==> src/rtl/fft_loop_sequencer.sv <==
// -----------------------------------------------------------------------------
// fft_loop_sequencer
//
// Drives the radix-2 FFT butterfly loop nest. For every butterfly it presents
// the stage half-length m, the index i within the group, the group index k and
// the two operand addresses. i is the innermost loop, then k, then m.
// Forward transforms step m = 1, 2, ..., N/2. Inverse transforms step
// m = N/2, ..., 2, 1.
//
// Optional feature: define FFT_SEQ_STALL_EN to make the stall input freeze the
// butterfly tuple during RUN. Without the macro the stall port is present but
// has no effect.
//
// Ports:
//   clk             clock
//   rst             synchronous, active-high reset
//   start           one-cycle launch pulse, accepted only when idle
//   is_forward_fft  transform direction, latched on the accepted start
//   stall           datapath back-pressure (only with FFT_SEQ_STALL_EN)
//   busy            high from the cycle after an accepted start until done
//   valid           m, i, k, addr_top and addr_bot describe a butterfly
//   m, i, k         loop indices (LOG_N bits each)
//   addr_top        k*2m + i
//   addr_bot        addr_top + m
//   i_loop_done     high with valid on the last butterfly of a stage
//   tw_rst          one-cycle reset for the twiddle storage base pointer
//   done            one-cycle pulse after the final butterfly
// -----------------------------------------------------------------------------
module fft_loop_sequencer #(
    parameter int LOG_N = 13
) (
    input  logic             clk,
    input  logic             rst,
    input  logic             start,
    input  logic             is_forward_fft,
    input  logic             stall,
    output logic             busy,
    output logic             valid,
    output logic [LOG_N-1:0] m,
    output logic [LOG_N-1:0] i,
    output logic [LOG_N-1:0] k,
    output logic [LOG_N-1:0] addr_top,
    output logic [LOG_N-1:0] addr_bot,
    output logic             i_loop_done,
    output logic             tw_rst,
    output logic             done
);

    // Width of log2(m); must hold values up to LOG_N (the shift for 2m).
    localparam int               LGW     = $clog2(LOG_N + 1);
    localparam logic [LGW-1:0]   LG_LAST = LGW'(LOG_N - 1);
    localparam logic [LOG_N-1:0] M_HALF  = {1'b1, {(LOG_N-1){1'b0}}};

    typedef enum logic [1:0] {
        S_IDLE,
        S_INIT,
        S_RUN,
        S_DONE
    } state_t;

    state_t           r_state, w_state_nxt;
    logic             r_fwd, w_fwd_nxt;
    logic [LOG_N-1:0] r_m, w_m_nxt;
    logic [LOG_N-1:0] r_i, w_i_nxt;
    logic [LOG_N-1:0] r_k, w_k_nxt;
    logic [LGW-1:0]   r_lg, w_lg_nxt;     // log2(r_m), kept so addresses are pure shifts

    logic [LGW-1:0]   w_shamt;
    logic [LOG_N-1:0] w_addr_top;
    logic [LOG_N-1:0] w_addr_bot;
    logic             w_last_i;
    logic             w_stage_end;
    logic             w_final_stage;
    logic             w_advance;

`ifdef FFT_SEQ_STALL_EN
    assign w_advance = ~stall;
`else
    assign w_advance = 1'b1;
    // Port kept for integration; intentionally has no effect in this build.
    logic w_unused_stall;
    assign w_unused_stall = stall;
`endif

    // k occupies the bits above log2(2m) and i the bits below log2(m), so the
    // sum k*2m + i is an OR, and adding m just sets the (always clear) m bit.
    assign w_shamt    = r_lg + LGW'(1);
    assign w_addr_top = (r_k << w_shamt) | r_i;
    assign w_addr_bot = w_addr_top | r_m;

    assign w_last_i      = (r_i == r_m - LOG_N'(1));
    // addr_bot is all ones exactly when i == m-1 and k == N/(2m)-1.
    assign w_stage_end   = (w_addr_bot == '1);
    assign w_final_stage = r_fwd ? (r_lg == LG_LAST) : (r_lg == '0);

    // NOTE: every combinational output is given a default before the case so
    // no path leaves a signal unassigned, which would infer a latch.
    always_comb begin
        w_state_nxt = r_state;
        w_fwd_nxt   = r_fwd;
        w_m_nxt     = r_m;
        w_i_nxt     = r_i;
        w_k_nxt     = r_k;
        w_lg_nxt    = r_lg;

        unique case (r_state)
            S_IDLE: begin
                if (start) begin
                    w_fwd_nxt   = is_forward_fft;
                    w_state_nxt = S_INIT;
                end
            end

            S_INIT: begin
                w_i_nxt     = '0;
                w_k_nxt     = '0;
                w_m_nxt     = r_fwd ? LOG_N'(1) : M_HALF;
                w_lg_nxt    = r_fwd ? '0 : LG_LAST;
                w_state_nxt = S_RUN;
            end

            S_RUN: begin
                if (w_advance) begin
                    if (!w_last_i) begin
                        w_i_nxt = r_i + LOG_N'(1);
                    end else begin
                        w_i_nxt = '0;
                        if (!w_stage_end) begin
                            w_k_nxt = r_k + LOG_N'(1);
                        end else begin
                            w_k_nxt = '0;
                            if (w_final_stage) begin
                                w_state_nxt = S_DONE;
                            end else if (r_fwd) begin
                                w_m_nxt  = r_m << 1;
                                w_lg_nxt = r_lg + LGW'(1);
                            end else begin
                                w_m_nxt  = r_m >> 1;
                                w_lg_nxt = r_lg - LGW'(1);
                            end
                        end
                    end
                end
            end

            S_DONE: begin
                w_state_nxt = S_IDLE;
            end

            default: begin
                w_state_nxt = S_IDLE;
            end
        endcase
    end

    // NOTE: sequential state uses non-blocking assignments so every register
    // samples the pre-edge values regardless of statement order.
    always_ff @(posedge clk) begin
        if (rst) begin
            r_state <= S_IDLE;
            r_fwd   <= 1'b0;
            r_m     <= '0;
            r_i     <= '0;
            r_k     <= '0;
            r_lg    <= '0;
        end else begin
            r_state <= w_state_nxt;
            r_fwd   <= w_fwd_nxt;
            r_m     <= w_m_nxt;
            r_i     <= w_i_nxt;
            r_k     <= w_k_nxt;
            r_lg    <= w_lg_nxt;
        end
    end

    assign busy        = (r_state != S_IDLE);
    assign valid       = (r_state == S_RUN);
    assign tw_rst      = (r_state == S_INIT);
    assign done        = (r_state == S_DONE);
    assign i_loop_done = valid && w_stage_end;
    assign m           = r_m;
    assign i           = r_i;
    assign k           = r_k;
    assign addr_top    = w_addr_top;
    assign addr_bot    = w_addr_bot;

endmodule

==> config.mk <==
export PLATFORM = sky130hd
export DESIGN_NAME = fft_loop_sequencer
export DESIGN_NICKNAME = d
export VERILOG_FILES = /design/src/rtl/fft_loop_sequencer.sv
export SDC_FILE = /design/constraint.sdc
export NUM_CORES = 1
export LEC_CHECK = 0
export ABC_AREA = 1
export BUFFER_PORTS_ARGS = -buffer_cell sky130_fd_sc_hd__buf_4
export CAP_MARGIN = 0
export CORE_MARGIN = 2
export CORE_UTILIZATION = 23
export CTS_CLUSTER_DIAMETER = 80
export DETAILED_ROUTE_END_ITERATION = 6
export PLACE_DENSITY = 0.42
export SETUP_SLACK_MARGIN = 0.05
export SLEW_MARGIN = 20
export SYNTH_ARGS = -nofsm -noshare
export SYNTH_HDL_FRONTEND = slang
export SYNTH_SLANG_ARGS = --single-unit
export TNS_END_PERCENT = 10
==> constraint.sdc <==
create_clock -name clk -period 2.79 [get_ports clk]
set_clock_uncertainty 0.2 [all_clocks]
set_input_delay 0.558 -clock clk [delete_from_list [all_inputs] [get_ports clk]]
set_output_delay 0.558 -clock clk [all_outputs]
set_load 0.1 [all_outputs]
==> results.yml <==
status:
  status: "finished, violations left"
  violations: "negative setup slack"
global_routing:
  grt-ovfl-total: 0
  grt_max_degree: 23
  grt_pass1_wl_um: 23810
  grt_pass1_vias: 4365
  grtUsageTotal_pct: 17.13
  antenna_found_initial: 0
synthesis:
  syn_area_um2: 3757
  postSynthAreaPerCell_um2: 5.880
  async_reset_ff_share_pct: 0
  synth_fp_nets: 654
  yosysTopAreaCellShare_pct: 24.51
  netlist_instances: 639
  synth_commonest_cells: "nand2_1, nand3_1, nor2_1"
  synth_most_common_cell: "nand2_1"
  ys_ff_latch: 46
  synth_edf_count: 0
  synth.yosys.seq_area_share_pct: 24.51
  yosysTopAreaCell: "dfxtp_1"
  synth_area_leaders: "dfxtp_1, nand2_1, nand3_1, nor2_1, inv_1"
  yosysWarnings: 0
  ys.flop_type: "dfxtp_1"
  yosysUniqueCellTypes: 35
routing:
  met3RoutedLength_um: 614
  routedWlPerCell_um: 14.61
  routed_wirelength_um: 14640
  route.detailed.drc: 0
  ant_nets: 0
  drt_iter0_drc: 328
  wl_met1_um: 6997
  route.vias.total: 4595
  top_layer_used: "met4"
  firstDrtPassIters: 5
  viasPerCell: 4.586
  dr_wl_met2_um: 6879
finish:
  layout-drive-gt1-share_pct: 35.24
  antennaDiodeCount: 0
  nets: 800
  area_growth_pct: 64.37
  fin_cells: 1002
sta:
  period_needed_ns: 3.056
  max_clock_freq_mhz: 327.3
  finalCritPeriodShare_pct: 109.5
  max_slew_margin_pct: 63.29
  setup_violations: 7
  timing.final.max_slew_violations: 0
  hold_viol_final: 0
  fin_tns_setup_ns: -0.8698
  whs_ns: 0.2947
  tightestPinTransition_ns: 0.5501
  rsz0062_at_grt: "yes"
  fin_ws_ns: -0.2656
floorplanning:
  initial_utilization_pct: 23.57
  num_rows: 46
  io_pins: 75
  fp.dieH_um: 131.8
  dieWidth_um: 131.8
  dieArea_um2: 17380
  core_um2: 15940
critical_path:
  crit_fanout: 6
  critical_path.cell_chain: "clkinv_4 -> ha_4 -> buf_6 -> nor2_4 -> nand2_2 -> nor2_4 -> nor2_2 -> nand3_4 -> nand2_4 -> nor2_4 -> nand3_4 -> nor2_4 -> buf_12"
  slowest_delay_ns: 0.38
  worstSetupPathType: "reg -> out"
  cp_common_cell: "nor2_4"
  critPathLaunchType: "register"
  cp_data_arrival_time_ns: 2.30
  crit_path_top_delay_cell: "dfxtp_4"
  crit_required_ns: 2.03
  end_kind: "primary output"
placed_design:
  io_buffers: 73
  placed_cells: 978
  hpwl_um: 11310
  place.gp.congestion: 0.8171
  dp_slack_ns: -0.2072
cts:
  cts_sinks: 46
  cts_tree: "built"
  clk_path_buf_depth: 2
  ctsHtreeMaxLevel: 2
  clkTransAtPathRegs_ns: 0.06
  clock-root-buffer: "clkbuf_16"
  clk_latency_ns: 0.31
  cts-buffers-inserted: 5
hold_path:
  hold_class: "in -> reg"
run:
  drv_cap: 0
[cell families after synthesis]
kind of cell	after synthesis	synth area share, %
buffers and inverters	106	12.09
adders and majority gates	10	3.330
DFF	46	24.51
and+or+nand+nor	401	46.42
AOI/OAI and AO/OA	48	6.760
xor gates and xnor gates	28	6.893
[registers in the layout (all words and copies together) (netlist names)]
| signal | flops |
|---|---|
| k | 13 |
| m | 13 |
| r_lg | 4 |
| r_state | 2 |
| r_fwd | 1 |
| i | 13 |
[through the flow]
stage	util (%)	cell area, um^2
3_5_place_dp	32.84	5236
5_1_grt	38.74	6176
4_1_cts	37.57	5989
3_3_place_gp	32.84	5236
6_report	38.74	6176
2_1_floorplan	-	3989
[final timing paths]
check | startpoint | to | slack [ns] | cells past startpoint
worst max-delay path | r_lg[0] | i_loop_done | -0.27 | 13
worst min-delay path | rst | k[8] | 0.29 | 2
worst max register to register | r_lg[0] | r_state[1] | 0.06 | 19
worst min register to register | k[7] | k[7] | 0.32 | 2
[cell usage in the layout (no fill, tap or decap), drive strengths merged, types with 2 or more instances in the layout]
cell type	count
a21oi	26
a22oi	2
buf	159
clkbuf	5
clkinv	2
dfxtp	46
ha	10
inv	84
nand2	194
nand3	90
nand3b	2
nand4	22
nor2	81
nor3	10
o21ai	18
xnor2	7
xor2	20
[timing repair]
action / CTS / global route
setup buffers: 12 / 2
hold buffers: 0 / 0
gates resized for setup: 126 / 42
pin swaps: 31 / 20
cloned: 4 / 0
endpoints found under the setup margin: 69 / 71
[final cells by class]
class	count	area, um^2
Fill cell	1718	9767
Sequential cell	46	944.7
Timing Repair inverter	1	6.256
Timing Repair Buffer	159	1556
Clock buffer	5	125.1
Tap cell	216	270.3
Multi-Input combinational cell	489	2924
Clock inverter	3	25.02
Inverter	83	324.1
[critical path: cells and delay by family, from the launching register on]
family,cells,cell delay [ns]
flip-flops,1,0.38
adder cells (fa/ha/maj),1,0.27
AND/OR/NAND/NOR,9,0.94
buffers and inverters,3,0.39
[routing by layer]
layer  GRT usage, %  vias to the layer above
li1               -                     2350
met5              0                        -
met1          23.79                     2124
met3          2.807                        7
met2          28.07                      114
met4          3.502                        0
Power is not shown: default switching activity piles up to over one toggle a cycle in this logic, so the estimate is an artifact.
